**src/rtl/data_mem_arbiter.sv**
```systemverilog
// data_mem_arbiter: shares the data-memory port between two requesters.
// Define ARB_ROUND_ROBIN_EN for round-robin on contention; default is port 0 priority.
module data_mem_arbiter #(
    parameter int ADDR_W  = 10,
    parameter int TIMEOUT = 31
) (
    input  logic              clk,
    input  logic              reset,
    input  logic              req0,
    input  logic              req1,
    input  logic              we0,
    input  logic              we1,
    input  logic [ADDR_W-1:0] addr0,
    input  logic [ADDR_W-1:0] addr1,
    input  logic [31:0]       wdata0,
    input  logic [31:0]       wdata1,
    input  logic [3:0]        bsel0,
    input  logic [3:0]        bsel1,
    output logic              ack0,
    output logic              ack1,
    output logic              err0,
    output logic              err1,
    output logic [31:0]       rdata,
    output logic [ADDR_W-1:0] mem_addr,
    output logic              mem_ren,
    output logic              mem_wen,
    output logic [31:0]       mem_wdata,
    output logic [3:0]        mem_bsel,
    input  logic [31:0]       mem_rdata,
    input  logic              mem_ready
);

    typedef enum logic [2:0] {
        IDLE,
        WR_ISSUE,
        RD_ISSUE,
        RD_WAIT,
        RESP
    } state_t;

    state_t state, state_n;
    logic owner, owner_n;
    logic [7:0] cnt;
    logic grant, pick1, rd_done, rd_tmo;

    logic ack0_n, ack1_n, err0_n, err1_n;
    logic ren_n, wen_n;
    logic [31:0] rdata_n, wdata_n;
    logic [ADDR_W-1:0] addr_n;
    logic [3:0] bsel_n;

`ifdef ARB_ROUND_ROBIN_EN
    logic last_owner;

    assign pick1 = req1 && (!req0 || !last_owner);

    always_ff @(posedge clk or negedge reset) begin
        if (!reset) begin
            last_owner <= 1'b1;
        end else if (grant) begin
            last_owner <= pick1;
        end
    end
`else
    assign pick1 = req1 && !req0;
`endif

    // A busy memory (e.g. after a reset mid-read) must not be issued to
    assign grant = (state == IDLE) && (req0 || req1) && mem_ready;

    // mem_ready is ignored in the first wait cycle (cnt == 0)
    assign rd_done = (state == RD_WAIT) && (cnt != 8'd0) && mem_ready;
    assign rd_tmo  = (state == RD_WAIT) && !rd_done &&
                     (cnt == 8'(TIMEOUT - 1));

    always_ff @(posedge clk or negedge reset) begin
        if (!reset) begin
            state <= IDLE;
            owner <= 1'b0;
            cnt   <= 8'd0;
        end else begin
            state <= state_n;
            owner <= owner_n;
            cnt   <= (state == RD_WAIT) ? cnt + 8'd1 : 8'd0;
        end
    end

    always_comb begin
        state_n = state;
        owner_n = owner;
        unique case (state)
            IDLE: begin
                if (grant) begin
                    owner_n = pick1;
                    state_n = (pick1 ? we1 : we0) ? WR_ISSUE : RD_ISSUE;
                end
            end
            WR_ISSUE: state_n = RESP;
            RD_ISSUE: state_n = RD_WAIT;
            RD_WAIT: begin
                if (rd_done || rd_tmo) begin
                    state_n = RESP;
                end
            end
            RESP:     state_n = IDLE;
            default:  state_n = IDLE;
        endcase
    end

    always_comb begin
        ack0_n  = 1'b0;
        ack1_n  = 1'b0;
        err0_n  = 1'b0;
        err1_n  = 1'b0;
        ren_n   = 1'b0;
        wen_n   = 1'b0;
        rdata_n = 32'd0;
        wdata_n = 32'd0;
        bsel_n  = 4'd0;
        addr_n  = '0;
        unique case (state_n)
            WR_ISSUE: begin
                wen_n   = 1'b1;
                addr_n  = pick1 ? addr1 : addr0;
                wdata_n = pick1 ? wdata1 : wdata0;
                bsel_n  = pick1 ? bsel1 : bsel0;
            end
            RD_ISSUE: begin
                ren_n  = 1'b1;
                addr_n = pick1 ? addr1 : addr0;
            end
            RD_WAIT: addr_n = mem_addr;
            RESP: begin
                ack0_n  = !owner_n;
                ack1_n  = owner_n;
                err0_n  = rd_tmo && !owner_n;
                err1_n  = rd_tmo && owner_n;
                rdata_n = rd_done ? mem_rdata : 32'd0;
            end
            default: ;
        endcase
    end

    always_ff @(posedge clk or negedge reset) begin
        if (!reset) begin
            ack0      <= 1'b0;
            ack1      <= 1'b0;
            err0      <= 1'b0;
            err1      <= 1'b0;
            rdata     <= 32'd0;
            mem_addr  <= '0;
            mem_ren   <= 1'b0;
            mem_wen   <= 1'b0;
            mem_wdata <= 32'd0;
            mem_bsel  <= 4'd0;
        end else begin
            ack0      <= ack0_n;
            ack1      <= ack1_n;
            err0      <= err0_n;
            err1      <= err1_n;
            rdata     <= rdata_n;
            mem_addr  <= addr_n;
            mem_ren   <= ren_n;
            mem_wen   <= wen_n;
            mem_wdata <= wdata_n;
            mem_bsel  <= bsel_n;
        end
    end

endmodule
```
**config.mk**
```make
export PLATFORM = sky130hd
export DESIGN_NAME = data_mem_arbiter
export DESIGN_NICKNAME = d
export VERILOG_FILES = /design/src/rtl/data_mem_arbiter.sv
export SDC_FILE = /design/constraint.sdc
export NUM_CORES = 1
export LEC_CHECK = 0
export ABC_CLOCK_PERIOD_IN_PS = 2600
export CAP_MARGIN = 40
export CORE_MARGIN = 3
export CORE_UTILIZATION = 38
export CTS_CLUSTER_SIZE = 16
export DETAILED_ROUTE_END_ITERATION = 12
export PLACE_DENSITY = 0.8
export SLEW_MARGIN = 0
export SYNTH_ARGS = -nofsm -noshare
export SYNTH_HDL_FRONTEND = slang
export SYNTH_SLANG_ARGS = --single-unit
```
**constraint.sdc**
```tcl
create_clock -name clk -period 2.6 [get_ports clk]
set_input_delay 0.26 -clock clk [delete_from_list [all_inputs] [get_ports clk]]
set_output_delay 0.26 -clock clk [all_outputs]
set_load 0.02 [all_outputs]
```
==> reports/metrics.csv <==
stage;metric;value;unit
critical_path;crit_arrival;2410;ps
grt;grt_overflow;0;
outcome;outcome;finished, final reports clean;
synth;synthArstFlopShare;100;%
floorplanning;start_util;39.7;%
detailed_routing;viasPerCell;4.71;
grt;antenna_found_initial;0;
critical_path;end_kind;register;
synth;ys_ff_latch;96;
placement;dp_slack;304;ps
clock_tree;path_clk_slew;100;ps
floorplanning;core.rowCount;35;
floorplanning;core_area;0.00937;mm2
sta;finalClockSkew;14.8;ps
synth;synth_top_area_share;64.6;%
cells_and_area;diodes;0;
synth;ys.flop_type;dfrtp_1;
grt;grtUsageTotal;19.0;%
synth;ys.warnings.count;0;
pwr;peakVddDrop;0.377;mV
placement;port_buffers;214;
cells_and_area;nFillCells;753;
synth;synth_adder_area_share;1.01;%
flow_run;maxCapViolCount;0;
clock_tree;clock-sinks;96;
detailed_routing;wl_per_cell;15.4;um
synth;synth.area.mux_share;2.96;%
sta;maxSlewViolCount;0;
placement;dp_hpwl;7880;um
cells_and_area;area_delta_synth_final;67.0;%
detailed_routing;via_count;3185;
detailed_routing;firstDrtPassIters;7;
floorplanning;pin_count;215;
synth;synth_edf_count;0;
pwr;p_leak;2.77;nW
sta;relSlewSlack;53.3;%
clock_tree;cts.htree.levels;3;
critical_path;crit_path_max_fanout;25;
clock_tree;cts_resized;0;
sta;timing.final.ws_setup;425;ps
synth;synth-compound-area-share;9.39;%
placement;dpl_cell_area;0.00598;mm2
synth;netlist_top_cells_area;dfrtp_1 (65%), nand2_1 (7.6%), and2_1 (5.6%);
cells_and_area;final_net_count;676;
floorplanning;dieArea;0.0110;mm2
sta;period_share;83.6;%
pwr;power.density;622;mW/mm2
synth;synth_top_area_cell;dfrtp_1;
placement;post-place-cells;659;
detailed_routing;wirelength;10400;um
worst_hold_path;hold_path_class;in -> reg;
sta;worst_pin_slew;701;ps
floorplanning;die_h;105;um
clock_tree;clock_latency;340;ps
synth;post-synth-top-count-cell;dfrtp_1;
clock_tree;cts_tree;built;
cells_and_area;final_cell_area;0.00621;mm2
critical_path;path_class;reg -> reg;
placement;place_congestion;0.778;
grt;grt_pass1_vias;3207;
detailed_routing;drcViolationCount;0;
critical_path;cp.required;2830;ps
synth;ys_seq_area_share;64.6;%
floorplanning;die_w;105;um
sta;setup_viol;0;
synth;synthSimpleGateAreaFrac;17.8;%
clock_tree;clk_path_buf_depth;2;
critical_path;regToRegSetupSlack;430;ps
grt;grt_pass1_wl;16400;um
sta;hold_violations;0;
cells_and_area;drive_gt1_share;5.12;%
sta;tns;0;ps
sta;max_freq;460;MHz
cells_and_area;stdcell_count;676;
sta;holdWs;444;ps
detailed_routing;drt_iter0_drc;104;
sta;fin_crit;2170;ps
synth;syn_nets;463;
synth;synth_top_family_by_area;simple AND/OR/NAND/NOR gates;
clock_tree;cts_made_buffers;9;
synth;ys_top_cells_by_count;dfrtp_1 (96), nand2_1 (75), a21oi_1 (40);
synth;synth.distinct_cells;34;
sta;rsz0062_at_grt;false;
detailed_routing;detail-route-antenna-nets;0;
synth;synthCells;329;
synth;syn_area;0.00372;mm2
synth;synth-xor-area-share;0.942;%
clock_tree;cts_root_buffer;clkbuf_8;
grt;grt_max_degree;53;
critical_path;crit_path_start_kind;register;
synth;avgSynthCellArea;11.3;um2
-- final cells by class --
type | instances | area (um2) | area share [%]
inverters | 5 | 18.8 | 0.302
clock inverters | 6 | 91.3 | 1.47
flip-flops and latches | 96 | 2400 | 38.7
multi-input cells | 210 | 1200 | 19.3
repair buffers | 220 | 2210 | 35.5
clock buffers | 10 | 128 | 2.06
well taps | 129 | 161 | 2.60
-- routing by layer --
layer,up-vias,track usage [%],wire length [um]
li1,1502,-,-
met2,170,31.9,5310
met5,-,0,0
met4,0,7.78,248
met3,19,6.73,969
met1,1494,22.0,3850
-- metrics by stage --
stage | total power (W) | utilization [%]
CTS | 0.00392 | 66.3
detailed placement | 0.00284 | 63.8
global placement | 0.00281 | 63.7
floorplan | 0.00228 | -
global route | 0.00407 | 66.3
finish | 0.00386 | 66.3
-- worst paths after layout --
check / from / cells past startpoint / end
min in group asynchronous: reset / 2 / rdata[4]
hold / removal: wdata1[11] / 3 / mem_wdata[11]
max in group asynchronous: reset / 3 / rdata[24]
setup reg to reg: cnt[0] / 7 / err1
hold reg to reg: cnt[0] / 1 / cnt[0]
setup / recovery: cnt[0] / 7 / err1
-- state kept, by name, indices dropped and copies added, names as in the netlist --
signal / count
mem_wen: 1
err1: 1
err0: 1
mem_wdata: 32
state: 3
ack0: 1
cnt: 8
mem_ren: 1
owner: 1
mem_addr: 10
mem_bsel: 4
ack1: 1
rdata: 32
-- what timing repair did --
item,CTS,global route
hold buffers,1,0
setup buffers,0,0
endpoints found under the hold margin,44,0
endpoints found under the setup margin,0,0
-- worst max-delay path, cell delays in order, from the launching register on --
cell     delay, ps
dfrtp_1        420
inv_1           90
ha_1           140
or4b_1         490
o41ai_4        330
nor2_2         170
buf_8          190
nor4b_1        230
-- layout by cell type (no fill, tap or decap), types with 2 or more instances in the layout --
master / instances
clkbuf_8: 9
nand3_1: 3
o21ai_0: 3
o2bb2ai_1: 10
xor2_1: 3
inv_1: 5
inv_6: 2
and2_1: 33
nand2_1: 75
ha_1: 3
nor2_1: 6
nor2b_1: 3
mux2i_1: 11
clkdlybuf4s50_1: 213
buf_4: 4
or3_1: 2
bufinv_16: 2
nand2b_1: 2
a21oi_1: 40
dfrtp_1: 96
-- power breakdown --
part / switching, W / leakage (nW) / internal (W) / total (W)
Combinational: 0.000534 / 1.33 / 0.000537 / 0.00107
Clock: 0.000505 / 0.111 / 0.000550 / 0.00105
Sequential: 0.0000830 / 1.33 / 0.00165 / 0.00173
-- logic make-up after synthesis --
kind of cell	after synthesis
flops	96
compound gates	56
xor+xnor	4
simple gates	136
mux	11
fa+ha+maj	3
buf+inv	23
Power figures use the tool's default switching activity.
